<file path="config.mk">
export PLATFORM = sky130hd
export DESIGN_NAME = instance_connection_pipeline
export DESIGN_NICKNAME = d
export VERILOG_FILES = /design/src/rtl/instance_connection_pkg.sv /design/src/rtl/instance_connection_stage.sv /design/src/rtl/instance_connection_pipeline.sv
export SDC_FILE = /design/constraint.sdc
export NUM_CORES = 1
export LEC_CHECK = 0
export CAP_MARGIN = 20
export CORE_MARGIN = 4
export CORE_UTILIZATION = 45
export DETAILED_ROUTE_END_ITERATION = 7
export PLACE_DENSITY = 0.84
export SLEW_MARGIN = 25
export SYNTH_ARGS = -nofsm -noshare
export SYNTH_HDL_FRONTEND = slang
export SYNTH_SLANG_ARGS = --single-unit
export TNS_END_PERCENT = 5
</file>
<file path="constraint.sdc">
create_clock -name clk -period 1.6 [get_ports clk]
set_input_delay 0.32 -clock clk [delete_from_list [all_inputs] [get_ports clk]]
set_output_delay 0.32 -clock clk [all_outputs]
set_load 0.005 [all_outputs]
</file>
<file path="src/rtl/instance_connection_pkg.sv">
// Shared types for the instance-connection pipeline and its register slices.
package instance_connection_pkg;

    localparam int unsigned DEFAULT_WIDTH = 2;

    typedef enum logic {
        STAGE_EMPTY,
        STAGE_FULL
    } stage_state_t;

    typedef logic [DEFAULT_WIDTH-1:0] data_t;

endpackage

</file>
<file path="src/rtl/instance_connection_stage.sv">
// One-entry valid/ready register slice: registered valid/data, combinational ready.
module instance_connection_stage
    import instance_connection_pkg::*;
#(
    parameter int unsigned WIDTH = DEFAULT_WIDTH
) (
    input  logic             clk,
    input  logic             rst,
    input  logic             in_valid,
    output logic             in_ready,
    input  logic [WIDTH-1:0] in_data,
    output logic             out_valid,
    input  logic             out_ready,
    output logic [WIDTH-1:0] out_data
);

    stage_state_t     state_q, state_d;
    logic [WIDTH-1:0] data_q, data_d;
    logic             in_accept;

    // A full slice can still take a beat when downstream drains it in the same cycle.
    assign in_ready  = (state_q == STAGE_EMPTY) | out_ready;
    assign in_accept = in_valid & in_ready;
    assign out_valid = (state_q == STAGE_FULL);
    assign out_data  = data_q;

    // State and payload registers, cleared asynchronously.
    always_ff @(posedge clk or posedge rst) begin
        if (rst) begin
            state_q <= STAGE_EMPTY;
            data_q  <= '0;
        end else begin
            state_q <= state_d;
            data_q  <= data_d;
        end
    end

    // Next-state: fill on accept, drain on output accept, replace on simultaneous accept.
    always_comb begin
        state_d = state_q;
        data_d  = data_q;
        case (state_q)
            STAGE_EMPTY: begin
                if (in_accept) begin
                    state_d = STAGE_FULL;
                    data_d  = in_data;
                end
            end
            STAGE_FULL: begin
                if (in_accept) begin
                    data_d = in_data;
                end else if (out_ready) begin
                    state_d = STAGE_EMPTY;
                end
            end
            default: state_d = STAGE_EMPTY;
        endcase
    end

endmodule

</file>
<file path="src/rtl/instance_connection_pipeline.sv">
// Two-stage register pipeline with packet beat tagging and a saturating stall counter.
module instance_connection_pipeline
    import instance_connection_pkg::*;
#(
    parameter int unsigned WIDTH   = DEFAULT_WIDTH,
    parameter int unsigned PKT_LEN = 4,
    parameter int unsigned STALL_W = 8
) (
    input  logic               clk,
    input  logic               rst,
    input  logic               in_valid,
    output logic               in_ready,
    input  logic [WIDTH-1:0]   in_data,
    output logic               out_valid,
    input  logic               out_ready,
    output logic [WIDTH-1:0]   out_data,
    output logic               out_last,
    output logic [3:0]         beat_idx,
    output logic [STALL_W-1:0] stall_cnt
);

    localparam logic [3:0] LAST_IDX = 4'(PKT_LEN - 1);

    logic             s0_valid;
    logic             s0_ready;
    logic [WIDTH-1:0] s0_data;

    logic               out_accept;
    logic               stall_event;
    logic [3:0]         beat_q, beat_d;
    logic [STALL_W-1:0] stall_q, stall_d;

    instance_connection_stage #(.WIDTH(WIDTH)) u_stage0 (
        .clk       (clk),
        .rst       (rst),
        .in_valid  (in_valid),
        .in_ready  (in_ready),
        .in_data   (in_data),
        .out_valid (s0_valid),
        .out_ready (s0_ready),
        .out_data  (s0_data)
    );

    instance_connection_stage #(.WIDTH(WIDTH)) u_stage1 (
        clk, rst, s0_valid, s0_ready, s0_data, out_valid, out_ready, out_data
    );

    assign out_accept  = out_valid & out_ready;
    assign stall_event = out_valid & ~out_ready;

    assign beat_idx  = beat_q;
    assign stall_cnt = stall_q;
    assign out_last  = out_valid & (beat_q == LAST_IDX);

    // Beat index and stall counter registers.
    always_ff @(posedge clk or posedge rst) begin
        if (rst) begin
            beat_q  <= '0;
            stall_q <= '0;
        end else begin
            beat_q  <= beat_d;
            stall_q <= stall_d;
        end
    end

    // Advance beat index per output accept; stall counter sticks at all-ones.
    always_comb begin
        beat_d  = beat_q;
        stall_d = stall_q;
        if (out_accept) begin
            beat_d = (beat_q == LAST_IDX) ? '0 : beat_q + 4'd1;
        end
        if (stall_event && (stall_q != '1)) begin
            stall_d = stall_q + STALL_W'(1);
        end
    end

endmodule

</file>
==> results.yml <==
status:
  status: "finished, violations left"
  violations: "negative setup slack"
routing:
  vias_per_cell: 4.92
  vias: 650
  routed_wl_um: 1630
  dr.pass1.iters: 2
  wire_per_inst_um: 12.3
  drt-initial-drc-count: 4
  remaining_drc_errors: 0
  antenna_left: 0
place:
  gp_congestion: 0.820
  dpl_cell_area_um2: 1170
  port_buffers: 22
  hpwl_um: 1250
sta:
  layout_setup_ws_ps: -14.7
  slew_headroom_pct: 84.8
  hold_viol: 0
  period_share_pct: 101
  setup_viol: 1
  fin_setup_tns_ps: -14.7
  hold_slack_ps: 335
  fin_skew_ps: 1.52
  worstMarginPinSlew_ps: 228
  layout_min_cycle_time_ps: 1610
  rsz0062_at_grt: "true"
  fmax_mhz: 619
  slew_viol_final: 0
layout:
  diodes: 0
  nNetsFinal: 117
  fin_util_pct: 70.3
  drive_gt1_share_pct: 30.8
  fin_area_um2: 1210
  area_growth_pct: 47.0
cts:
  cts_max_level: 1
  insertion_delay_ps: 280
  root_buffer: "clkbuf_4"
  hold_buffers: 0
  clk_pin_slew_ps: 90
  clkSinkCount: 18
  tritoncts.num_buffers: 3
  cts_buffer_depth: 2
  cts_tree: "built"
critical_path:
  arrival_ps: 1290
  startpoint: "beat_idx[1]"
  critPathRequiredTime_ps: 1280
  r2r-start: "stall_cnt[4]"
  critPathKind: "flop to primary output"
  reg2reg_depth: 4
  r2r_slack_ps: 220
  reg2reg_to: "stall_cnt[1]"
  critPathCaptureType: "primary output"
  cp-start-kind: "flop"
  crit_fanout: 2
power:
  power.total_mw: 1.59
  p_leak_nw: 0.625
  p_per_area_nw_per_um2: 1310
  irDropWorstVdd_mv: 0.706
synthesis:
  synth_cell_types: 25
  syn_inst: 69
  synth_warnings: 0
  yosysSeqAreaShare_pct: 54.5
  avgSynthCellArea_um2: 12.0
  synth_nets: 77
  ys_seq_elements: 18
  synth_area_um2: 826
global_route:
  grt_pass1_wl_um: 2820
  grt_max_degree: 19
  overflow: 0
  grt_pass1_vias: 654
  grt_usage_pct: 14.9
  antenna_found_initial: 0
die:
  die_y_um: 50.8
  fp.dieW_um: 50.8
  rows: 15
  initial_core_util_pct: 47.8
  die_area_um2: 2580
  core_um2: 1730
  io_pins: 23
worst_hold_path:
  hold_class: "primary input to asynchronous set/reset pin"
run:
  cap_violations: 0
==> worst max path at each step <==
| stage | end |
|---|---|
| 2_1_floorplan | stall_cnt[7] |
| 3_3_place_gp | in_ready |
| 3_5_place_dp | in_ready |
| 4_1_cts | out_last |
| 5_1_grt | out_last |
| 6_report | out_last |
==> layout make-up <==
cell class	instances	area, µm²
fill	142	513
sequential	18	453
multi-input combinational	50	385
timing repair buffer	35	318
tap	25	31.3
clock buffer	3	22.5
inverter	1	3.75
==> cell families after synthesis <==
logic type	share of synthesized area, %
fa+ha+maj	3.03
buf+inv	0.454
simple gates	21.5
mux	11.4
compound gates	3.79
xor+xnor	5.30
flops	54.5
==> where the power goes <==
| part | switching [mW] | internal, mW |
|---|---|---|
| clock network | 0.125 | 0.0874 |
| registers | 0.138 | 0.589 |
| logic | 0.230 | 0.424 |
==> critical path, cell delays in order, from the launching register on <==
cell	delay [ps]
dfrtp_1	360
ha_2	190
nor3b_4	200
and2_1	150
clkbuf_2	100
==> repair_timing <==
| item | CTS | global route |
|---|---|---|
| resized for setup | 11 | 8 |
| setup endpoints to repair | 6 | 7 |
| setup buffers | 1 | 0 |
| pin swaps | 1 | 2 |
==> through the flow <==
stage	setup slack, ps	std cells
detailed placement	-273	128
floorplan	237	69
global placement	-260	128
CTS	-99.1	132
finish	-14.7	132
global route	-55.8	132
==> synth_stat cells <==
cell type  instances  area, µm²
and3_4             1       11.3
mux2_2             6       67.6
o21ai_0            1       5.00
or2_2              1       6.26
nand2b_1           3       18.8
nor3b_1            1       7.51
xnor2_1            2       17.5
nand4_2            1       12.5
nor2_1             2       7.51
and2_1             1       6.26
and4_1             2       17.5
nand3_1            3       15.0
nor3_1             3       15.0
inv_1              1       3.75
nor2b_4            1       13.8
xor2_1             3       26.3
dfrtp_1           18        450
nand2_1            9       33.8
mux2_4             1       15.0
a21oi_1            2       10.0
o21ai_2            1       8.76
ha_1               2       25.0
a21o_1             1       7.51
nand4_1            2       12.5
mux2_1             1       11.3
==> sequential cells by signal, indices dropped and copies added, names as in the netlist <==
name / flops
beat_idx: 4
stall_cnt: 8
u_stage0.out_data: 2
u_stage0.out_valid: 1
u_stage1.out_data: 2
u_stage1.out_valid: 1
==> cells in the final DEF (no fill, tap or decap), drive strengths merged, types with 3 or more instances in the layout <==
cell           netlist  final
nand2                9      9
dlygate4sd2          0      6
xor2                 3      3
clkdlybuf4s50        0     10
mux2                 8      8
nor3                 3      3
clkbuf               0      4
nand2b               3      3
dlymetal6s2s         0      5
nand3                3      3
buf                  0     13
nand4                3      3
dfrtp               18     18
==> per-layer routing <==
layer / GRT usage [%] / part of all wire [%] / vias to the layer above
met3: 2.62 / 3.3 / 4
met4: 8.07 / 1.9 / 0
met1: 16.9 / 42 / 311
met5: 0 / 0 / -
met2: 26.3 / 52 / 14
li1: - / - / 321
Power figures use the tool's default switching activity.
